`src/rtl/proc_pkg.sv`:
```
// Shared encodings for the multicycle core: opcodes, branch conditions, FSM states, flag bits.
// Latency: n/a (declarations only).
// Backpressure: n/a.
package proc_pkg;

  // Opcode field [15:13]
  localparam logic [2:0] OP_MV   = 3'b000;
  localparam logic [2:0] OP_BCC  = 3'b001;
  localparam logic [2:0] OP_ADD  = 3'b010;
  localparam logic [2:0] OP_SUB  = 3'b011;
  localparam logic [2:0] OP_LD   = 3'b100;
  localparam logic [2:0] OP_ST   = 3'b101;
  localparam logic [2:0] OP_AND  = 3'b110;
  localparam logic [2:0] OP_HALT = 3'b111;

  // Branch condition codes, carried in the rX field of Bcc
  localparam logic [2:0] CC_AL = 3'b000;
  localparam logic [2:0] CC_EQ = 3'b001;
  localparam logic [2:0] CC_NE = 3'b010;
  localparam logic [2:0] CC_CC = 3'b011;
  localparam logic [2:0] CC_CS = 3'b100;
  localparam logic [2:0] CC_PL = 3'b101;
  localparam logic [2:0] CC_MI = 3'b110;
  localparam logic [2:0] CC_NV = 3'b111;

  // Bit positions inside the {N,Z,C} flag vector
  localparam int FLAG_N = 2;
  localparam int FLAG_Z = 1;
  localparam int FLAG_C = 0;

  typedef enum logic [2:0] {
    S_IDLE   = 3'd0,
    S_FETCH  = 3'd1,
    S_DECODE = 3'd2,
    S_EXEC   = 3'd3,
    S_MEM    = 3'd4,
    S_HALT   = 3'd5
  } state_t;

  typedef enum logic [1:0] {
    ALU_ADD  = 2'd0,
    ALU_SUB  = 2'd1,
    ALU_AND  = 2'd2,
    ALU_PASS = 2'd3
  } alu_op_t;

  // Evaluates a branch condition against the current {N,Z,C} flags.
  function automatic logic cond_true(input logic [2:0] cc, input logic [2:0] f);
    logic t;
    t = 1'b0;
    case (cc)
      CC_AL:   t = 1'b1;
      CC_EQ:   t = f[FLAG_Z];
      CC_NE:   t = !f[FLAG_Z];
      CC_CC:   t = !f[FLAG_C];
      CC_CS:   t = f[FLAG_C];
      CC_PL:   t = !f[FLAG_N];
      CC_MI:   t = f[FLAG_N];
      default: t = 1'b0;
    endcase
    return t;
  endfunction

endpackage

```
`src/rtl/proc_mem_if.sv`:
```
// Unified instruction/data memory port: request held until ack, single outstanding access.
// Latency: set by the memory; ack may arrive in the first request cycle or any later one.
// Backpressure: the memory stalls the core simply by withholding mem_ack.
interface proc_mem_if #(
  parameter int ADDR_W = 8,
  parameter int DATA_W = 16
);
  logic              mem_req;
  logic              mem_we;
  logic [ADDR_W-1:0] mem_addr;
  logic [DATA_W-1:0] mem_wdata;
  logic [DATA_W-1:0] mem_rdata;
  logic              mem_ack;

  modport master (
    output mem_req, mem_we, mem_addr, mem_wdata,
    input  mem_rdata, mem_ack
  );

  modport slave (
    input  mem_req, mem_we, mem_addr, mem_wdata,
    output mem_rdata, mem_ack
  );
endinterface

```
`src/rtl/proc_alu.sv`:
```
// Combinational ALU: add, subtract, and, pass-through of operand b, with N/Z/C flags.
// Latency: 0 cycles (pure combinational).
// Backpressure: none.
module proc_alu
  import proc_pkg::*;
#(
  parameter int DATA_W = 16
) (
  input  logic [DATA_W-1:0] a,
  input  logic [DATA_W-1:0] b,
  input  alu_op_t           op,
  output logic [DATA_W-1:0] result,
  output logic              n,
  output logic              z,
  output logic              c
);

  // Result and carry; for SUB the carry is "no borrow", i.e. a >= b unsigned.
  always_comb begin
    result = b;
    c      = 1'b0;
    case (op)
      ALU_ADD: {c, result} = {1'b0, a} + {1'b0, b};
      ALU_SUB: begin
        result = a - b;
        c      = (a >= b);
      end
      ALU_AND: result = a & b;
      default: result = b;
    endcase
  end

  assign n = result[DATA_W-1];
  assign z = (result == '0);

endmodule

```
`src/rtl/proc_multicycle_core.sv`:
```
// Multicycle 16-bit-instruction core with flags, conditional branches and run/halt control.
// Latency: ALU/MV/Bcc 3 cycles, LD/ST 4 cycles with zero-wait memory; +1 per memory wait cycle.
// Backpressure: FETCH and MEM hold mem_req and all request fields until mem_ack arrives.
module proc_multicycle_core
  import proc_pkg::*;
#(
  parameter int          DATA_W   = 16,
  parameter int          ADDR_W   = 8,
  parameter int          NUM_REGS = 8,
  parameter int unsigned RESET_PC = 0
) (
  input  logic                        clock,
  input  logic                        reset,
  input  logic                        run,
  output logic                        done,
  proc_mem_if.master                  mem,
  input  logic [$clog2(NUM_REGS)-1:0] dbg_sel,
  output logic [DATA_W-1:0]           dbg_data,
  output logic [2:0]                  flags
);

  localparam int             RW     = $clog2(NUM_REGS);
  localparam logic [RW-1:0]  PC_IDX = RW'(NUM_REGS - 1);

  state_t              state;
  state_t              state_nxt;
  // The top index is the PC, kept separately in pc; its array slot is never read.
  logic [DATA_W-1:0]   regs [NUM_REGS];
  logic [ADDR_W-1:0]   pc;
  logic [15:0]         ir;
  logic [DATA_W-1:0]   a_q;
  logic [DATA_W-1:0]   b_q;
  logic [ADDR_W-1:0]   addr_q;
  logic [2:0]          flags_q;
  logic                run_low_seen;

  logic [2:0]          op;
  logic                imm;
  logic [2:0]          cc;
  logic [RW-1:0]       rx;
  logic [RW-1:0]       ry;
  logic [DATA_W-1:0]   imm_ext;
  logic [DATA_W-1:0]   rx_val;
  logic [DATA_W-1:0]   ry_val;

  alu_op_t             alu_op;
  logic [DATA_W-1:0]   alu_res;
  logic                alu_n;
  logic                alu_z;
  logic                alu_c;

  logic                wr_en;
  logic [DATA_W-1:0]   wr_data;
  logic                is_alu_op;
  logic                fetch_done;

  assign op      = ir[15:13];
  assign imm     = ir[12];
  assign cc      = ir[11:9];
  assign rx      = ir[9 +: RW];
  assign ry      = ir[0 +: RW];
  assign imm_ext = {{(DATA_W-9){ir[8]}}, ir[8:0]};

  // Register reads: the PC index returns the zero-extended program counter.
  assign rx_val   = (rx == PC_IDX)      ? DATA_W'(pc) : regs[rx];
  assign ry_val   = (ry == PC_IDX)      ? DATA_W'(pc) : regs[ry];
  assign dbg_data = (dbg_sel == PC_IDX) ? DATA_W'(pc) : regs[dbg_sel];

  assign is_alu_op  = (op == OP_ADD) || (op == OP_SUB) || (op == OP_AND);
  assign fetch_done = (state == S_FETCH) && mem.mem_ack;

  // Map the opcode onto the ALU function; MV uses pass-through of op2.
  always_comb begin
    alu_op = ALU_PASS;
    case (op)
      OP_ADD:  alu_op = ALU_ADD;
      OP_SUB:  alu_op = ALU_SUB;
      OP_AND:  alu_op = ALU_AND;
      default: alu_op = ALU_PASS;
    endcase
  end

  proc_alu #(.DATA_W(DATA_W)) u_alu (
    .a      (a_q),
    .b      (b_q),
    .op     (alu_op),
    .result (alu_res),
    .n      (alu_n),
    .z      (alu_z),
    .c      (alu_c)
  );

  // State register.
  always_ff @(posedge clock) begin
    if (reset) state <= S_IDLE;
    else       state <= state_nxt;
  end

  // Next-state and register-file write control.
  always_comb begin
    state_nxt = state;
    wr_en     = 1'b0;
    wr_data   = alu_res;
    case (state)
      S_IDLE:   if (run) state_nxt = S_FETCH;
      S_FETCH:  if (mem.mem_ack) state_nxt = S_DECODE;
      S_DECODE: state_nxt = S_EXEC;
      S_EXEC: begin
        case (op)
          OP_LD, OP_ST: state_nxt = S_MEM;
          OP_HALT:      state_nxt = S_HALT;
          OP_BCC:       state_nxt = S_FETCH;
          default: begin
            // MV, ADD, SUB, AND write rX
            state_nxt = S_FETCH;
            wr_en     = 1'b1;
          end
        endcase
      end
      S_MEM: begin
        if (mem.mem_ack) begin
          state_nxt = S_FETCH;
          wr_en     = (op == OP_LD);
          wr_data   = mem.mem_rdata;
        end
      end
      // Restart only after run has been seen low at least once while halted.
      S_HALT:   if (run && run_low_seen) state_nxt = S_FETCH;
      default:  state_nxt = S_IDLE;
    endcase
  end

  // Datapath: IR/PC on fetch, operand latches on decode, flags, branches and writeback.
  always_ff @(posedge clock) begin
    if (reset) begin
      for (int i = 0; i < NUM_REGS; i++) regs[i] <= '0;
      pc           <= ADDR_W'(RESET_PC);
      ir           <= '0;
      a_q          <= '0;
      b_q          <= '0;
      addr_q       <= '0;
      flags_q      <= '0;
      run_low_seen <= 1'b0;
    end else begin
      if (fetch_done) begin
        ir <= mem.mem_rdata[15:0];
        pc <= pc + ADDR_W'(1);
      end
      if (state == S_DECODE) begin
        a_q    <= rx_val;
        b_q    <= imm ? imm_ext : ry_val;
        addr_q <= ry_val[ADDR_W-1:0];
      end
      if ((state == S_EXEC) && (op == OP_BCC) && cond_true(cc, flags_q)) begin
        pc <= pc + imm_ext[ADDR_W-1:0];
      end
      if ((state == S_EXEC) && is_alu_op) begin
        flags_q <= {alu_n, alu_z, alu_c};
      end
      // A write to the PC index is a jump; it never coincides with the fetch increment.
      if (wr_en) begin
        if (rx == PC_IDX) pc <= wr_data[ADDR_W-1:0];
        else              regs[rx] <= wr_data;
      end
      run_low_seen <= (state == S_HALT) && (run_low_seen || !run);
    end
  end

  // Request fields come from state and latched operands, so they hold steady during waits.
  assign mem.mem_req   = (state == S_FETCH) || (state == S_MEM);
  assign mem.mem_we    = (state == S_MEM) && (op == OP_ST);
  assign mem.mem_addr  = (state == S_MEM) ? addr_q : pc;
  assign mem.mem_wdata = a_q;

  assign done  = (state == S_HALT);
  assign flags = flags_q;

endmodule

```
`src/flat_wrapper.sv`:
```
// flat-port wrapper written by rule: the top's interface ports become plain ports
module proc_multicycle_core_flat import proc_pkg::*;
#(
  parameter int          DATA_W   = 16,
  parameter int          ADDR_W   = 8,
  parameter int          NUM_REGS = 8,
  parameter int unsigned RESET_PC = 0
)
  (clock, reset, run, done, dbg_sel, dbg_data, flags, mem_mem_req, mem_mem_we, mem_mem_addr, mem_mem_wdata, mem_mem_rdata, mem_mem_ack);
  proc_mem_if #(.ADDR_W(ADDR_W), .DATA_W(DATA_W)) mem_i ();
  input  logic clock;
  input  logic reset;
  input  logic run;
  output logic done;
  input  logic [$clog2(NUM_REGS)-1:0] dbg_sel;
  output logic [DATA_W-1:0] dbg_data;
  output logic [2:0] flags;
  output wire logic [$bits(mem_i.mem_req)-1:0] mem_mem_req;
  output wire logic [$bits(mem_i.mem_we)-1:0] mem_mem_we;
  output wire logic [$bits(mem_i.mem_addr)-1:0] mem_mem_addr;
  output wire logic [$bits(mem_i.mem_wdata)-1:0] mem_mem_wdata;
  input wire logic [$bits(mem_i.mem_rdata)-1:0] mem_mem_rdata;
  input wire logic [$bits(mem_i.mem_ack)-1:0] mem_mem_ack;
  assign mem_mem_req = mem_i.mem_req;
  assign mem_mem_we = mem_i.mem_we;
  assign mem_mem_addr = mem_i.mem_addr;
  assign mem_mem_wdata = mem_i.mem_wdata;
  assign mem_i.mem_rdata = mem_mem_rdata;
  assign mem_i.mem_ack = mem_mem_ack;
  proc_multicycle_core #(.DATA_W(DATA_W), .ADDR_W(ADDR_W), .NUM_REGS(NUM_REGS), .RESET_PC(RESET_PC)) u_core (.clock(clock), .reset(reset), .run(run), .done(done), .mem(mem_i), .dbg_sel(dbg_sel), .dbg_data(dbg_data), .flags(flags));
endmodule
```
`config.mk`:
```
export PLATFORM = sky130hd
export DESIGN_NAME = proc_multicycle_core_flat
export DESIGN_NICKNAME = d
export VERILOG_FILES = /design/src/rtl/proc_pkg.sv /design/src/rtl/proc_mem_if.sv /design/src/rtl/proc_alu.sv /design/src/rtl/proc_multicycle_core.sv /design/src/flat_wrapper.sv
export SDC_FILE = /design/constraint.sdc
export NUM_CORES = 1
export LEC_CHECK = 0
export ABC_AREA = 1
export CAP_MARGIN = 0
export CORE_MARGIN = 5
export CORE_UTILIZATION = 45
export CTS_CLUSTER_SIZE = 14
export DETAILED_ROUTE_END_ITERATION = 12
export DONT_BUFFER_PORTS = 1
export PLACE_DENSITY = 0.7
export SYNTH_ARGS = -nofsm -noshare
export SYNTH_HDL_FRONTEND = slang
export SYNTH_SLANG_ARGS = --single-unit
export TNS_END_PERCENT = 30
```
`constraint.sdc`:
```
create_clock -name clock -period 2.78 [get_ports clock]
set_input_delay 0.417 -clock clock [delete_from_list [all_inputs] [get_ports clock]]
set_output_delay 0.417 -clock clock [all_outputs]
set_load 0.005 [all_outputs]
```
=== Yosys cells after proc, flatten, opt, wreduce, memory -nomap -nowiden ===
Memories as Yosys holds them, arrays and structs flattened. A register that Yosys moved wholly into a read port is not among the register bits.
Index checks and enable logic that the tools add are counted.

* Bits in registers: 71
* RAM bits: 128
* Input bits: 23
* Output and inout port bits: 46
* Logic and storage cells: 103
* Memories kept: 1

* Add/sub/neg operators: 4
* $lt $le $gt $ge: 1
* Equality and inequality tests: 27
* Mux-type cells: 38
* Bitwise operators: 1
* Reduce and logical (&&, ||, !) cells: 23

{| class="wikitable"
|+ Memories
! name !! depth !! bits a word !! read ports !! clocked after Yosys merged registers in !! write ports !! line !! text
|-
| u_core.regs || 8 || 16 || 3 || 2 || 8 || proc_multicycle_core.sv:28 || <nowiki>logic [DATA_W-1:0] regs [NUM_REGS];</nowiki>
|}

{| class="wikitable"
|+ Operator list
! cell !! count
|-
| 2-to-1 mux 16 bit || 7
|-
| one-hot mux 16 bit (3 select lines) || 1
|-
| 2-to-1 mux 8 bit || 5
|-
| equality test 3 bit, second input constant || 12
|-
| 2-to-1 mux 3 bit || 9
|-
| equality test 3 x 2 -> 1 bit, second input constant || 6
|-
| one-hot mux 3 bit (6 select lines) || 1
|-
| adder 16 x 16 -> 17 bit || 1
|-
| AND 16 bit || 1
|-
| >= comparator 16 bit || 1
|-
| logical NOT 16 bit || 1
|-
| OR reduction 16 bit || 1
|-
| subtractor 16 bit || 1
|-
| 2-to-1 mux 1 bit || 10
|-
| equality test 3 x 1 -> 1 bit, second input constant || 3
|-
| adder 8 x 1 -> 8 bit, second input constant || 1
|-
| adder 8 bit || 1
|-
| logical AND 1 bit || 7
|-
| one-hot mux 1 bit (7 select lines) || 1
|-
| logical NOT 3 bit || 2
|-
| inequality test 2 bit, second input constant || 3
|-
| one-hot mux 2 bit (3 select lines) || 1
|-
| one-hot mux 3 bit (2 select lines) || 1
|-
| logical NOT 1 bit || 4
|-
| other kinds (9) || 13
|}

=== Depth between registers and ports, before layout ===
Gate-level depths: netlist (run 1).

* Word-level depth: 9
* Depth in mapped cells: 18
* Depth with buffers taken out: 18

=== Modules after synthesis ===
A second synthesis (run 1) with hierarchy kept.

* Cells, all modules: 2076
* Area, all modules: 14388.8 um2

{| class="wikitable"
|+ By module, submodules not included
! module !! instances !! cells an instance !! area each (um2) !! sequential area each (um2)
|-
| proc_multicycle_core || 1 || 1570 || 11773.8 || 5385.2
|-
| proc_alu || 1 || 506 || 2615.0 || 0.0
|}

=== Least setup slack after synthesis (run 1) ===
OpenSTA, ideal clock, no wires.

* Kind: register to register
* From: register u_core.a_q[0] (netlist: u_core.mem.mem_wdata[0])
* To: memory u_core.regs[0][6] (data pin)
* Setup time: 0.272 ns
* Data arrival time: 2.023 ns
* Required time: 2.508 ns
* Slack: 0.485 ns
* Stages on the path, launching flop included: 14
* Path buffers: 0
* Period minus slack after synthesis: 2.295 ns
* Path through: dfxtp_1 -> inv_1 -> ha_1 -> fa_1 -> inv_1 -> nand2_1 -> nand2_1 -> nand3_1 -> nand2_1 -> nand2_1 -> nand3_1 -> nand4_1 -> mux2i_1 -> nor2_1

{| class="wikitable"
|+ RTL lines
! what !! line !! text
|-
| start, declared || proc_multicycle_core.sv:31 || <nowiki>logic [DATA_W-1:0] a_q;</nowiki>
|-
| start signal, assigned || proc_multicycle_core.sv:150 || <nowiki>a_q <= rx_val;</nowiki>
|-
| end, declared || proc_multicycle_core.sv:28 ||
|}

==> run metrics, run 1 <==
Worst setup startpoint u_core.mem.mem_wdata[0]$_SDFFE_PP0N_; Die Wd 187 µm; post-synth top area share 0.273; Worst-path clk slew 0.06 ns; Non-Filler Instances around 2300; GRT Resource Usage Total 0.263; clock period minus worst slack between 2 and 3 ns; DR pass1 iterations 6; worst path required time around 3.1 ns; # fillers 2989; antenna cells 0; WHS Path Cells 0; Remaining Overflow, GRT 0; Reg2Reg Depth 14; WL final between 40 and 50 mm; CTS tree yes; P_leak 6.17 nW; IO Port Bufs 0; Max Clk Rate 382 MHz; Post-Synth Adder-Cell Area 0.0407; Crit Path Max Fanout 8; Multi-input gate area 0.00739 mm²; Initial Utilization 0.458; Simple-Gate Fraction of Synth Area 0.239; crit path launch type register; vias per inst 6.02; Slew Limit Fails 0; largest net degree at the start of global routing 72; initial antenna violation count 3; 1st-iter DRT viols 1469; total power 9.32 mW; Post-Synth XOR/XNOR Area 0.00187; Critical Path AT roughly 2.9 ns; Post-DP HPWL ~34 mm; final hold violation count 0; Seq/Total Area, Yosys 0.383; Layout Skew 0.0287 ns; Slew headroom 0.536; mapped cell area 0.0141 mm²; synth warn 0; maxcap violations 0; Final Cycle Share 0.942; first-pass GRT wire length 73.7 mm; clk sink count about 210; most common cell after layout, fill and taps aside nand2_1; Final nets roughly 2000; Post-Synthesis Cells 1917; htree depth 1; routed via count 13920; Synth-to-Final Area Change 9.47%; post-synthesis mux area share 0.00613; Die Ht approximately 190 µm; Hold Crit Start reset; # IOs 69; Synth area leader edfxtp_1; post-synthesis register bit count between 200 and 250; setup tns final 0 ns; clock tree buffer depth 3; post-route ant nets 0; VDD IR max 0.468 mV; Skew-Pair Late Insertion Delay 0.53 ns; unrepaired setup endpoints after global routing yes; Hold Crit Class in -> reg; Syn Area/Cell 7.34 µm²; share of post-route cells with drive strength above 1 0.0923; # DRC 0; sequential cell area 0.00540 mm²; status finished clean; largest family of logic cells by synthesized area simple AND/OR/NAND/NOR gates; measured slew at the worst slew-check pin 0.693 ns; Power Density 605 mW/mm²; CP Capture Type register; DR WL/cell about 21 µm; die area 0.0349 mm²; TritonCTS Buffers 23; r2r startpoint u_core.mem.mem_wdata[0]$_SDFFE_PP0N_; Distinct cells, synth between 50 and 60; dpl cells about 2300; EDFF count, synth ~130; setup violators final 0; core area a little over 0.03 mm²; root buf cell clkbuf_16; Synth Area in Compound Gates 0.229; ys async rst share 0; Setup Crit Path Kind reg -> reg; Row Count 64; vias in the first global route 12834; top cells by area, synth edfxtp_1 27%, dfxtp_1 11%, nand2_1 8.5%; most frequent cells in the layout 315 x nand2_1, 236 x o21ai_0, 214 x nor2_1, 202 x inv_1, 173 x a21oi_1; Primary FF master, synth edfxtp_1; Final GP Congestion 1.01
## where the power goes
group,switching [mW],internal [mW],total [mW]
clock,1.29,1.67,2.96
sequential,0.225,3.41,3.64
combinational,1.88,0.842,2.72
## worst max-delay path: stages (launching register included)
cell	delay (ns)
dfxtp_1	0.35
inv_1	0.07
ha_1	0.21
fa_1	0.43
inv_1	0.09
nand2_1	0.07
nand2_1	0.10
nand3_2	0.09
nand2_2	0.13
nand2_1	0.07
nand3_1	0.08
nand4_1	0.18
mux2i_1	0.21
buf_4	0.22
nor2_1	0.06
## flip-flops by register name, summed over array words and instances (netlist names), named ones only
name                  flops
u_core.regs             128
u_core.b_q               16
u_core.ir                16
u_core.mem.mem_wdata     16
u_core.addr_q             8
u_core.pc                 8
u_core.flags              3
u_core.state              3
u_core.run_low_seen       1
## cell usage after synthesis, types with 22 or more instances
cell type,n
a21oi_1,174
buf_2,22
clkbuf_1,77
dfxtp_1,77
edfxtp_1,128
ha_1,41
inv_1,202
nand2_1,318
nand3_1,152
nor2_1,216
o211ai_1,71
o21ai_0,236
## cells by family after synthesis
group | Yosys count
compound gates | 562
fa+ha+maj | 44
other cells | 1
xor+xnor | 3
flops | 205
buf+inv | 340
mux | 7
simple gates | 755
## cell type report
class / instances / share of cell area
clock buffers: 32 / 0.0429
repair buffers: 66 / 0.0375
multi-input cells: 1387 / 0.480
inverters: 218 / 0.0536
flip-flops and latches: 205 / 0.350
clock inverters: 10 / 0.00374
well taps: 396 / 0.0322
## timing repair
item                       CTS  global route
hold buffers                 4             0
hold endpoints to repair    31             0
setup endpoints to repair    0            50
resized for setup            0            18
buffers inserted             0             1
## routing by layer
layer | wire length, µm | GRT usage | part of all wire | vias up
li1 | - | - | - | 6535
met1 | 19400 | 0.347 | 0.40 | 6515
met2 | 22100 | 0.425 | 0.46 | 751
met3 | 5200 | 0.0657 | 0.11 | 115
met4 | 1600 | 0.0862 | 0.033 | 4
met5 | 16 | 0 | 0.00033 | -
## stage by stage
| stage | setup slack [ns] | util | instance area [µm²] | hold WS [ns] |
|---|---|---|---|---|
| final | 0.162 | 0.501 | 15400 | 0.0280 |
| after CTS | 0.0774 | 0.499 | 15300 | 0.00147 |
| after global routing | -0.00203 | 0.501 | 15400 | 0.00155 |
| after detailed placement | 0.109 | 0.474 | 14600 | 0.457 |
| after floorplan | 0.485 | - | 14100 | 0.428 |
| after global placement | 0.144 | 0.474 | 14600 | 0.440 |
## final timing paths
| kind | to | slack, ns |
|---|---|---|
| max | u_core.regs[0][6]$_SDFFCE_PN0P_ | 0.16 |
| min | u_core.regs[7][4]$_SDFFCE_PN0P_ | 0.03 |
| max reg2reg | u_core.regs[0][6]$_SDFFCE_PN0P_ | 0.16 |
| min reg2reg | u_core.run_low_seen$_SDFF_PP0_ | 0.48 |
Power figures use the tool's default switching activity.
==> run 2, diff against run 1 <==
TNS_END_PERCENT = default   (was 30)
==> run metrics, run 2 (synthesis gave the netlist of run 1 again) <==
reg2reg end u_core.regs[6][15]$_SDFFCE_PN0P_; Initial Utilization 0.458 (unchanged); root buf cell clkbuf_16; P_leak 6.17 nW (about the same); FF-to-FF setup slack 0.15 ns (about the same); Multi-input gate area 0.00740 mm² (about the same); clock period minus worst slack 2.63 ns (+0.00888 ns); CTS tree yes; core area 0.0307 mm² (unchanged); Slew headroom 0.525 (-0.0118); share of post-route cells with drive strength above 1 0.0928 (+0.000521); antenna cells 0 (unchanged); post-route ant nets 0 (unchanged); DR pass1 iterations 7 (+1); Critical Path AT 2.89 ns (about the same); Final nets 1968 (unchanged); register name with the most flops u_core.regs; post-route setup slack 0.153 ns (-0.00888 ns); TritonCTS Buffers 23 (unchanged); vias per inst 6.03 (+0.22%); Die Wd 187 µm (unchanged); Slew Limit Fails 0 (unchanged); setup violators final 0 (unchanged); worst path required time 3.04 ns (-0.02 ns); CP Cell Sequence inv_1, ha_2, inv_1, nand2_1, nor2_2, nand3_1, nand2_1, nand3_1, nand2_1, nand2_1, nand3_1, nand4_1, mux2i_4, nor2_1; VDD IR max 0.462 mV (-1.4%); IO Port Bufs 0 (unchanged); first-pass GRT wire length 73.7 mm (unchanged); dpl ws 0.109 ns (unchanged); die area 0.0349 mm² (unchanged); CP peak stage delay 0.36 ns (-0.07 ns); Layout Skew 0.0232 ns (-0.00548 ns); unrepaired setup endpoints after global routing no; Reg2Reg Depth 14 (unchanged); most frequent cells in the layout 315 x nand2_1, 236 x o21ai_0, 214 x nor2_1, 202 x inv_1, 173 x a21oi_1; WHS Path Cells 0 (unchanged); GRT Resource Usage Total 0.263 (unchanged); Power Density 604 mW/mm² (about the same); # IOs 69 (unchanged); Row Count 64 (unchanged); # DRC 0 (unchanged); Remaining Overflow, GRT 0 (unchanged); largest net degree at the start of global routing 72 (unchanged); setup tns final 0 ns (unchanged); final hold violation count 0 (unchanged); Worst Hold Path EP u_core.regs[7][4]$_SDFFCE_PN0P_; clk sink count 205 (unchanged); Post-DP HPWL 34.1 mm (unchanged); # fillers 2992 (+0.10%); Setup Crit Path Kind reg -> reg; Hold Crit Start reset; critical path's slowest cell dfxtp_1; DR WL/cell 20.8 µm (-0.24%); Area after DPL 0.0146 mm² (unchanged); vias in the first global route 12834 (unchanged); r2r startpoint u_core.b_q[6]$_SDFFE_PP0N_; WL final 48.2 mm (-0.24%); number of flip-flops in the largest register 128 (unchanged); Final GP Congestion 1.01 (unchanged); Synth-to-Final Area Change 9.49% (about the same); routed via count 13951 (+0.22%); Worst-path clk slew 0.06 ns (about the same); Die Ht 187 µm (unchanged); clock tree buffer depth 3 (unchanged); 1st-iter DRT viols 1457 (-0.82%); Crit Path Max Fanout 9 (+1); sequential cell area 0.00540 mm² (unchanged); crit path launch type register; Skew-Pair Late Insertion Delay 0.53 ns (about the same); most common cell after layout, fill and taps aside nand2_1; measured slew at the worst slew-check pin 0.711 ns (+0.0177 ns); most frequent CP cell nand2_1; CP Capture Type register; htree depth 1 (unchanged); status finished clean; design area 0.0154 mm² (about the same); maxcap violations 0 (unchanged); Max Clk Rate 381 MHz (-0.34%); initial antenna violation count 3 (unchanged); Final Cycle Share 0.945 (+0.00320); Hold Crit Class in -> reg
run 2: cell types whose count changed in the layout (fill, tap and decap cells not counted):
cell | before | now
ha_1 | 35 | 34
ha_2 | 6 | 7
run 2: metal layers:
layer,vias up,GRT usage,share of wire
li1,6540,-,-
met1,6533,0.347,0.41
met2,766,0.425,0.46
met3,108,0.0657,0.11
met4,4,0.0862,0.032
met5,-,0,0.00033
run 2: final cells by class:
cell class / instances / share of cell area
Clock buffer: 32 / 0.0429
Clock inverter: 10 / 0.00374
Inverter: 218 / 0.0536
Multi-Input combinational cell: 1387 / 0.480
Sequential cell: 205 / 0.350
Tap cell: 396 / 0.0322
Timing Repair Buffer: 66 / 0.0375
run 2: power breakdown:
group | switching (mW) | leakage [nW] | internal [mW]
Combinational | 1.88 | 3.87 | 0.843
Sequential | 0.225 | 1.94 | 3.41
Clock | 1.29 | 0.357 | 1.67
run 2: worst max path at each step:
| stage | start | end | slack [ns] | cells past startpoint |
|---|---|---|---|---|
| final | u_core.b_q[6]$_SDFFE_PP0N_ | u_core.regs[6][15]$_SDFFCE_PN0P_ | 0.15 | 14 |
| after global routing | u_core.b_q[2]$_SDFFE_PP0N_ | u_core.regs[2][13]$_SDFFCE_PN0P_ | 0.0007 | 14 |
| after CTS | u_core.b_q[6]$_SDFFE_PP0N_ | u_core.regs[6][15]$_SDFFCE_PN0P_ | 0.08 | 14 |
| after detailed placement | u_core.b_q[6]$_SDFFE_PP0N_ | u_core.regs[6][15]$_SDFFCE_PN0P_ | 0.11 | 14 |
| after global placement | u_core.b_q[5]$_SDFFE_PP0N_ | u_core.regs[6][15]$_SDFFCE_PN0P_ | 0.14 | 14 |
| after floorplan | u_core.mem.mem_wdata[0]$_SDFFE_PP0N_ | u_core.regs[0][6]$_SDFFCE_PN0P_ | 0.49 | 13 |
run 2: what timing repair did:
item / 4_1_cts / 5_1_grt
hold endpoints to repair: 31 / 0
resized for setup: 0 / 19
setup buffers: 0 / 1
hold buffers: 4 / 0
endpoints found under the setup margin: 0 / 50
run 2: per-stage QoR:
step / cells / total power, mW / util / hold WS (ns)
floorplan: 1932 / 5.48 / - / 0.428
global placement: 2267 / 6.23 / 0.474 / 0.440
detailed placement: 2267 / 6.27 / 0.474 / 0.457
CTS: 2313 / 9.22 / 0.499 / 0.00147
global route: 2314 / 9.75 / 0.501 / 0.00155
finish: 2314 / 9.31 / 0.501 / 0.0273
run 2: critical path: cells and delay by family (launching register included):
kind          cells  cell delay, ns
buf+inv           2            0.23
fa+ha+maj         1            0.34
flops             1            0.36
simple gates     10            1.12
mux               1            0.32
==> run 3, diff against run 2 <==
CTS_CLUSTER_DIAMETER = 30   (was default)
RECOVER_POWER = 50   (was default)
==> run metrics, run 3 (synthesis gave the netlist of run 1 again) <==
IO Port Bufs 0 (unchanged); Slew Limit Fails 50 (+50); Row Count 64 (unchanged); failing checks max-capacitance violations, max-slew violations; Post-DP HPWL 34.1 mm (unchanged); clock tree buffer depth 3 (unchanged); Final Cycle Share 0.955 (+0.00978); share of post-route cells with drive strength above 1 0.105 (+0.0122); # IOs 69 (unchanged); crit path launch type register; root buf cell clkbuf_16; Initial Utilization 0.458 (unchanged); die area 0.0349 mm² (unchanged); vias per inst 5.99 (-0.67%); setup tns final 0 ns (unchanged); Synth-to-Final Area Change 15.9%; CP Capture Type register; DR WL/cell 20.8 µm (+0.15%); clock period minus worst slack 2.65 ns (+0.0272 ns); # fillers 2907 (-2.8%); measured slew at the worst slew-check pin 3.01 ns (+2.29 ns); register name with the most flops u_core.regs; htree depth 2 (+1); Final nets 1996 (+1.4%); TritonCTS Buffers 50 (+120%); P_leak 6.58 nW (+6.7%); Die Ht 187 µm (unchanged); final hold violation count 0 (unchanged); WL final 49.3 mm (+2.4%); routed via count 14175 (+1.6%); CTS tree yes; 1st-iter DRT viols 1432 (-1.7%); most frequent cells in the layout 319 x nand2_1, 236 x o21ai_0, 216 x nor2_1, 202 x inv_1, 173 x a21oi_1; most common cell after layout, fill and taps aside nand2_1; vias in the first global route 13332 (+3.9%); Area after DPL 0.0146 mm² (unchanged); antenna cells 0 (unchanged); GRT Resource Usage Total 0.270 (+0.00687); Crit Path Max Fanout 8 (-1); Worst-path clk slew 0.05 ns (about the same); Setup Crit Path Kind reg -> reg; Layout Skew 0.0401 ns (+0.0169 ns); number of flip-flops in the largest register 128 (unchanged); Slew headroom -1.00 (-1.53); first-pass GRT wire length 75.4 mm (+2.3%); initial antenna violation count 1 (-2); Max Clk Rate 377 MHz (-1.0%); maxcap violations 1 (+1); sequential cell area 0.00539 mm² (about the same); design area 0.0163 mm² (+5.8%); VDD IR max 0.450 mV (-2.6%); Final GP Congestion 1.01 (unchanged); Die Wd 187 µm (unchanged); worst path required time 3.04 ns (about the same); post-route ant nets 0 (unchanged); Critical Path AT 2.91 ns (+0.02 ns); core area 0.0307 mm² (unchanged); unrepaired setup endpoints after global routing no; clk sink count 205 (unchanged); Remaining Overflow, GRT 0 (unchanged); setup violators final 0 (unchanged); DR pass1 iterations 6 (-1); Multi-input gate area 0.00732 mm² (-1.1%); Hold Crit Class in -> reg; largest net degree at the start of global routing 72 (unchanged); Power Density 758 mW/mm² (+25%); Skew-Pair Late Insertion Delay 0.56 ns (+0.03 ns); # DRC 0 (unchanged); status finished, violations left
[run 3: routing by layer]
layer | GRT usage | share of wire | vias to the layer above
met5 | 0 | 0.00014 | -
met2 | 0.428 | 0.45 | 865
met1 | 0.349 | 0.39 | 6560
met3 | 0.0756 | 0.12 | 134
met4 | 0.108 | 0.035 | 2
li1 | - | - | 6614
[run 3: timing repair]
action / CTS / global route
resized for setup: 0 / 18
buffers inserted: 0 / 1
endpoints found under the hold margin: 49 / 0
endpoints found under the setup margin: 0 / 45
hold buffers: 5 / 0
[run 3: worst max-delay path, cell delays in order, from the launching register on]
cell and delay [ns]:
dfxtp_1 0.40, ha_2 0.36, inv_2 0.10, nand2_1 0.12, nor2_2 0.19, nand3_1 0.14
nand2_1 0.15, nand3_1 0.10, nand2_1 0.09, nand2_1 0.05, nand3_1 0.09, nand4_1 0.19
mux2i_4 0.31, nor2_1 0.06
[run 3: layout make-up]
cell class,count,share of cell area
Multi-Input combinational cell,1387,0.449
Sequential cell,205,0.331
Clock buffer,58,0.0798
Inverter,218,0.0506
Timing Repair Buffer,67,0.0324
Tap cell,396,0.0304
Clock inverter,36,0.0275
[run 3: final timing paths]
kind / from / endpoint / slack [ns] / cells after the start
hold / removal: reset / u_core.pc[0]$_SDFF_PP0_ / 0.03 / 3
setup / recovery: u_core.mem.mem_wdata[3]$_SDFFE_PP0N_ / u_core.regs[3][15]$_SDFFCE_PN0P_ / 0.13 / 13
hold reg to reg: u_core.run_low_seen$_SDFF_PP0_ / u_core.run_low_seen$_SDFF_PP0_ / 0.47 / 2
setup reg to reg: u_core.mem.mem_wdata[3]$_SDFFE_PP0N_ / u_core.regs[3][15]$_SDFFCE_PN0P_ / 0.13 / 13
[run 3: power breakdown]
| group | internal [mW] | switching [mW] |
|---|---|---|
| logic | 0.830 | 1.88 |
| registers | 3.42 | 0.221 |
| clock network | 4.10 | 1.90 |
| total | 8.35 | 4.01 |
[run 3: through the flow]
step,hold WS (ns),util,worst slack (ns),power (mW),cells
final,0.0255,0.530,0.126,12.4,2367
after detailed placement,0.457,0.474,0.109,6.27,2267
after floorplan,0.428,-,0.485,5.48,1932
after global routing,0.0381,0.530,0.00151,12.9,2367
after CTS,0.0130,0.533,0.0800,12.3,2366
after global placement,0.440,0.474,0.144,6.23,2267
